File: src/rtl/fifo_arb_pkg.sv
// Shared definitions for the two-FIFO arbiter pair (TX merge / RX split).
// Holds the FSM state type, the command length-code table and its decoder,
// and the default field layout of the command word used by both sides.
package fifo_arb_pkg;

  localparam int unsigned DW_DEF       = 32;
  localparam logic [31:0] SELMASK_DEF  = 32'h8000_0000;
  localparam int unsigned CNTSHIFT_DEF = 28;
  localparam logic [31:0] CNTMASK_DEF  = 32'h0000_0007;
  localparam int unsigned PCW_DEF      = 16;

  typedef enum logic {
    IDLE,
    PAYLOAD
  } state_t;

  // Length codes carried in the command word.
  localparam logic [2:0] LEN_0 = 3'd0;
  localparam logic [2:0] LEN_1 = 3'd1;
  localparam logic [2:0] LEN_2 = 3'd2;
  localparam logic [2:0] LEN_4 = 3'd3;
  localparam logic [2:0] LEN_8 = 3'd4;

  typedef struct packed {
    logic [3:0] cnt;    // payload words following the command
    logic       valid;  // code is one of the defined lengths
  } len_t;

  // Undefined codes decode to zero payload words with valid cleared.
  function automatic len_t len_decode(input logic [31:0] code);
    len_t r;
    r.cnt   = '0;
    r.valid = 1'b1;
    if (code[31:3] != '0) begin
      r.valid = 1'b0;
    end else begin
      case (code[2:0])
        LEN_0:   r.cnt = 4'd0;
        LEN_1:   r.cnt = 4'd1;
        LEN_2:   r.cnt = 4'd2;
        LEN_4:   r.cnt = 4'd4;
        LEN_8:   r.cnt = 4'd8;
        default: r.valid = 1'b0;
      endcase
    end
    return r;
  endfunction

endpackage

File: src/rtl/fifo_arb_rx.sv
// Receive-side packet splitter. Pops a merged packet stream (command word
// plus 0/1/2/4/8 payload words) from an FWFT source FIFO and steers each
// whole packet to channel 1 or channel 2 according to the command select
// bit. Head-of-line blocking: a full target stalls the stream.
//
// Ports:
//   clk_i, rstn_i        clock, asynchronous active-low reset
//   rd_data_i, empty_i   source FIFO head word / empty flag
//   rd_en_o              source pop (combinational)
//   f1_* / f2_*          destination write strobes, data, full flags
//   cnt_clr_i            synchronous clear of packet counters and err_o
//   pkt1_cnt_o/pkt2_cnt_o completed packets per channel (wrapping)
//   err_o                sticky undefined-length-code flag
//   busy_o               mid-packet indicator
module fifo_arb_rx
  import fifo_arb_pkg::*;
#(
  parameter int unsigned       DW       = DW_DEF,
  parameter logic [DW-1:0]     SELMASK  = DW'(SELMASK_DEF),
  parameter int unsigned       CNTSHIFT = CNTSHIFT_DEF,
  parameter logic [DW-1:0]     CNTMASK  = DW'(CNTMASK_DEF),
  parameter int unsigned       PCW      = PCW_DEF
) (
  input  logic           clk_i,
  input  logic           rstn_i,
  input  logic [DW-1:0]  rd_data_i,
  input  logic           empty_i,
  output logic           rd_en_o,
  output logic           f1_wr_en_o,
  output logic [DW-1:0]  f1_wr_data_o,
  input  logic           f1_full_i,
  output logic           f2_wr_en_o,
  output logic [DW-1:0]  f2_wr_data_o,
  input  logic           f2_full_i,
  input  logic           cnt_clr_i,
  output logic [PCW-1:0] pkt1_cnt_o,
  output logic [PCW-1:0] pkt2_cnt_o,
  output logic           err_o,
  output logic           busy_o
);

  state_t         state_q, state_d;
  logic [3:0]     rem_q, rem_d;
  logic           sel_q, sel_d;
  logic [PCW-1:0] cnt1_q, cnt2_q;
  logic           err_q;

  logic [DW-1:0]  code_w;
  len_t           dec;
  logic           cmd_sel;
  logic           tgt_sel;
  logic           tgt_full;
  logic           xfer;
  logic           pkt_done;
  logic           err_set;

  assign cmd_sel  = |(rd_data_i & SELMASK);
  assign code_w   = (rd_data_i >> CNTSHIFT) & CNTMASK;
  assign dec      = len_decode(32'(code_w));
  assign tgt_sel  = (state_q == IDLE) ? cmd_sel : sel_q;
  assign tgt_full = tgt_sel ? f1_full_i : f2_full_i;
  // Gated by rstn_i so nothing moves while reset is held, even though the
  // state register already sits in IDLE.
  assign xfer     = rstn_i & ~empty_i & ~tgt_full;

  assign rd_en_o      = xfer;
  assign f1_wr_en_o   = xfer & tgt_sel;
  assign f2_wr_en_o   = xfer & ~tgt_sel;
  assign f1_wr_data_o = rd_data_i;
  assign f2_wr_data_o = rd_data_i;

  assign pkt1_cnt_o = cnt1_q;
  assign pkt2_cnt_o = cnt2_q;
  assign err_o      = err_q;
  assign busy_o     = (state_q == PAYLOAD);

  always_comb begin
    state_d  = state_q;
    rem_d    = rem_q;
    sel_d    = sel_q;
    pkt_done = 1'b0;
    err_set  = 1'b0;
    if (xfer) begin
      case (state_q)
        IDLE: begin
          sel_d   = cmd_sel;
          err_set = ~dec.valid;
          if (dec.cnt != 4'd0) begin
            rem_d   = dec.cnt;
            state_d = PAYLOAD;
          end else begin
            pkt_done = 1'b1;
          end
        end
        PAYLOAD: begin
          rem_d = rem_q - 4'd1;
          if (rem_q == 4'd1) begin
            pkt_done = 1'b1;
            state_d  = IDLE;
          end
        end
        default: state_d = IDLE;
      endcase
    end
  end

  always_ff @(posedge clk_i or negedge rstn_i) begin
    if (!rstn_i) begin
      state_q <= IDLE;
      rem_q   <= '0;
      sel_q   <= 1'b0;
    end else begin
      state_q <= state_d;
      rem_q   <= rem_d;
      sel_q   <= sel_d;
    end
  end

  always_ff @(posedge clk_i or negedge rstn_i) begin
    if (!rstn_i) begin
      cnt1_q <= '0;
      cnt2_q <= '0;
      err_q  <= 1'b0;
    end else if (cnt_clr_i) begin
      cnt1_q <= '0;
      cnt2_q <= '0;
      err_q  <= 1'b0;
    end else begin
      if (pkt_done && tgt_sel)  cnt1_q <= cnt1_q + PCW'(1);
      if (pkt_done && !tgt_sel) cnt2_q <= cnt2_q + PCW'(1);
      if (err_set)              err_q  <= 1'b1;
    end
  end

endmodule

File: config.mk
export PLATFORM = sky130hd
export DESIGN_NAME = fifo_arb_rx
export DESIGN_NICKNAME = d
export VERILOG_FILES = /design/src/rtl/fifo_arb_pkg.sv /design/src/rtl/fifo_arb_rx.sv
export SDC_FILE = /design/constraint.sdc
export NUM_CORES = 1
export LEC_CHECK = 0
export CAP_MARGIN = 10
export CORE_ASPECT_RATIO = 0.7
export CORE_MARGIN = 4
export CORE_UTILIZATION = 50
export CTS_CLUSTER_DIAMETER = 30
export CTS_CLUSTER_SIZE = 30
export DETAILED_ROUTE_END_ITERATION = 8
export DONT_BUFFER_PORTS = 1
export PLACE_DENSITY = 0.68
export RECOVER_POWER = 100
export SLEW_MARGIN = 30
export SYNTH_ARGS = -nofsm -noshare
export SYNTH_HDL_FRONTEND = slang
export SYNTH_SLANG_ARGS = --single-unit
File: constraint.sdc
create_clock -name clk_i -period 2 [get_ports clk_i]
set_input_delay 0.6 -clock clk_i [delete_from_list [all_inputs] [get_ports clk_i]]
set_output_delay 0.6 -clock clk_i [all_outputs]
set_load 0.03 [all_outputs]
==> results by group <==
Status
  • Status: finished, violations left
  • Violations in the final reports: negative setup slack

Place
  • Placer Congestion: between 0.8 and 0.9
  • IO buf count: 0
  • Detailed Place HPWL: ~4.5 mm
  • Placed instance count: 369

Clocking
  • Sink Count: 39
  • Worst-path clk slew: 0.08 ns
  • Worst skew pair latency: 0.29 ns
  • Clk root buf: clkbuf_8
  • CTS tree: built
  • H-tree depth: 2
  • Clock tree buffer depth: 2
  • TritonCTS Buffers: 5

Yosys
  • Syn avg cell area: about 9.2 um2
  • XOR/XNOR Fraction of Synth Area: 0
  • Post-Synth Simple-Gate Area: 0.2756
  • Syn. warnings: 0
  • EDFF count, synth: 0
  • Commonest cells in the synthesized netlist: 64 x buf_4, 39 x dfrtp_1, 28 x nor2_1, 26 x nor2b_1, 25 x mux2_2
  • Mapped Area: 2938 um2
  • Count leader, synth: buf_4
  • Post-synthesis mux area share: 0.1099
  • Ys async rst share: 1.000
  • Yosys reg bits: 39
  • Seq/Total Area, Yosys: 0.3322
  • Gate Count Post-Synth: 321
  • Compound-Gate Fraction of Synth Area: 0.07070
  • Largest family of logic cells by synthesized area: simple AND/OR/NAND/NOR gates
  • Post-synth top area cell: dfrtp_1
  • Main flop type after synthesis: dfrtp_1
  • Post-synth cell types: 47
  • Post-synth top area share: 0.3322
  • Syn nets: 363
  • Area contributors post-synth: dfrtp_1 33%, buf_4 16%, mux2_2 9.6%
  • Post-Synth Adder-Cell Area: 0.01704

Die
  • Core Area: 5698 um2
  • Die area: 7185 um2
  • Die Span Y: a little over 70 um
  • Width of the die: 99.62 um
  • Row count: 23
  • Starting Density: 0.5156
  • I/O pins: 139

Timing
  • Post-route setup slack: -0.2543 ns
  • Post-Route Skew: 0.006022 ns
  • Pins Over Slew Limit: 0
  • Maximum clock frequency: 443.6 MHz
  • Worst Hold Slack: 0.3674 ns
  • Crit share post-route: 1.127
  • Setup TNS: -5.279 ns
  • RSZ-0062 raised after global routing: true
  • Final Hold Vio Count: 0
  • Tmin final: ~2.3 ns
  • Slew HR: 0.3627
  • Finish-stage setup viols: 35
  • Measured slew at the worst slew-check pin: between 0.9 and 1 ns

GRT
  • Largest net degree at the start of global routing: 59
  • Vias in the first global route: 2,102
  • GRT Total Usage: 0.1820
  • Initial antenna violation count: 0
  • First-pass GRT wire length: 10.49 mm
  • Global route overflow: 0

Power and ir drop
  • LEAKAGE: between 1 and 1.5 nW
  • IR drop worst, VDD: 0.5029 mV
  • Pwr Density: 780.9 nW/um2
  • Final Power: 2.640 mW

Final layout
  • Ant diodes: 0
  • Non-filler cells, final: between 300 and 400
  • Fill count: 475
  • Share of layout cells above drive strength 1: 0.3683
  • Net total in the final layout: 356
  • Area Overhead vs Synth: 15.08%
  • Utilization after layout: 0.5933

Critical path
  • CP Max Fanout: 3
  • CP peak stage delay: between 0.4 and 0.5 ns
  • Slowest CP cell: dfrtp_2
  • Worst flop-to-flop path startpoint: busy_o$_DFFE_PN0P_
  • Arr. time, crit path: 1.65 ns
  • Nature of the critical path startpoint: flop
  • Crit end category: output pin
  • Worst path required time: 1.40 ns
  • Crit-path leading delay family: multiplexers
  • CP Launch Point: busy_o$_DFFE_PN0P_
  • CP Buf/Inv Count: 1
  • Crit-path cells: mux2_4 > buf_6 > mux2i_4 > nand2_2 > nor2_4
  • Critical path class: reg -> out

Drt
  • Number of remaining DRC errors: 0
  • Starting DRC count in detailed routing: 85
  • Vias per inst: between 5 and 6
  • Routed wire length: 6.697 mm
  • Post-route ant nets: 0
  • Wire per inst: ~17 um
  • Via count: 2,183
  • Router iterations before antenna repair: 4

Hold path
  • Hold Path Class: in -> reg
  • Min-Delay Startpoint: cnt_clr_i

Run
  • # Max-Cap Violations: 0
[area by class of cell]
type,count,area [um2],area share
clock buffers,6,82.58,0.02443
well taps,75,93.84,0.02776
inverters,7,30.03,0.008882
repair buffers,64,449.2,0.1329
flip-flops and latches,39,977.2,0.2890
clock inverters,2,35.03,0.01036
multi-input cells,197,1713,0.5067
[where the power goes]
part	switching, mW	internal [mW]	total [mW]
combinational	0.505	0.557	1.06
clock	0.280	0.404	0.684
sequential	0.0478	0.847	0.895
[cell usage in the layout, fill, tap and decap left out, types with 5 or more instances in the layout]
| master | synthesis | layout |
|---|---|---|
| nand2_1 | 8 | 7 |
| buf_4 | 64 | 27 |
| nor2_1 | 28 | 27 |
| nand3_1 | 8 | 6 |
| clkbuf_8 | 0 | 6 |
| nor3_2 | 0 | 8 |
| inv_1 | 7 | 5 |
| mux2_4 | 0 | 16 |
| or3_1 | 5 | 5 |
| dfrtp_1 | 39 | 38 |
| nor4b_4 | 0 | 5 |
| mux2_2 | 25 | 10 |
| nor2b_1 | 26 | 26 |
| nand2b_1 | 5 | 5 |
| clkbuf_1 | 9 | 27 |
[worst register-to-register path: cells and delay by family (launching register included)]
kind | cells | cell delay (ns)
buf+inv | 4 | 0.52
flops | 1 | 0.42
mux | 2 | 0.50
simple gates | 2 | 0.69
[through the flow]
stage               setup slack [ns]  instance area (um2)
floorplan                    -0.1584                 3035
global placement             -0.2034                 2979
detailed placement           -0.2255                 2979
CTS                          -0.2931                 3262
global route                 -0.3298                 3381
finish                       -0.2543                 3381
[state kept, by name, summed over array words and instances, names as in the netlist]
| register | flops |
|---|---|
| pkt2_cnt_o | 16 |
| sel_q | 1 |
| pkt1_cnt_o | 16 |
| busy_o | 1 |
| rem_q | 4 |
| err_o | 1 |
[final timing paths]
check / end / slack [ns] / cells past startpoint
setup / recovery: f1_wr_en_o / -0.25 / 5
min in group asynchronous: pkt2_cnt_o[2]$_DFFE_PN0P_ / 0.45 / 1
max in group asynchronous: busy_o$_DFFE_PN0P_ / 0.90 / 1
hold reg to reg: sel_q$_DFFE_PN0P_ / 0.61 / 2
setup reg to reg: pkt1_cnt_o[10]$_DFFE_PN0P_ / -0.23 / 8
hold / removal: pkt1_cnt_o[4]$_DFFE_PN0P_ / 0.37 / 1
[what timing repair did]
action | 4_1_cts | 5_1_grt
cloned | 0 | 1
buffers inserted | 4 | 6
hold endpoints to repair | 38 | 0
hold buffers | 2 | 0
endpoints found under the setup margin | 15 | 30
pin swaps | 5 | 11
gates resized for setup | 23 | 36
[cell families (layout without fill, tap and decap cells)]
family	after synthesis	after routing
buf+inv	85	79
fa+ha+maj	4	4
compound gates	32	32
simple gates	132	132
mux	29	29
flops	39	39
[per-layer routing]
layer / global-route usage / share of wire / wire [um]
met4: 0.04091 / 0.0088 / 59
met5: 0 / 0 / 0
met1: 0.2479 / 0.46 / 3099
met3: 0.06340 / 0.073 / 492
met2: 0.2820 / 0.45 / 3045
Note: power is estimated with default switching activity, not from simulation.
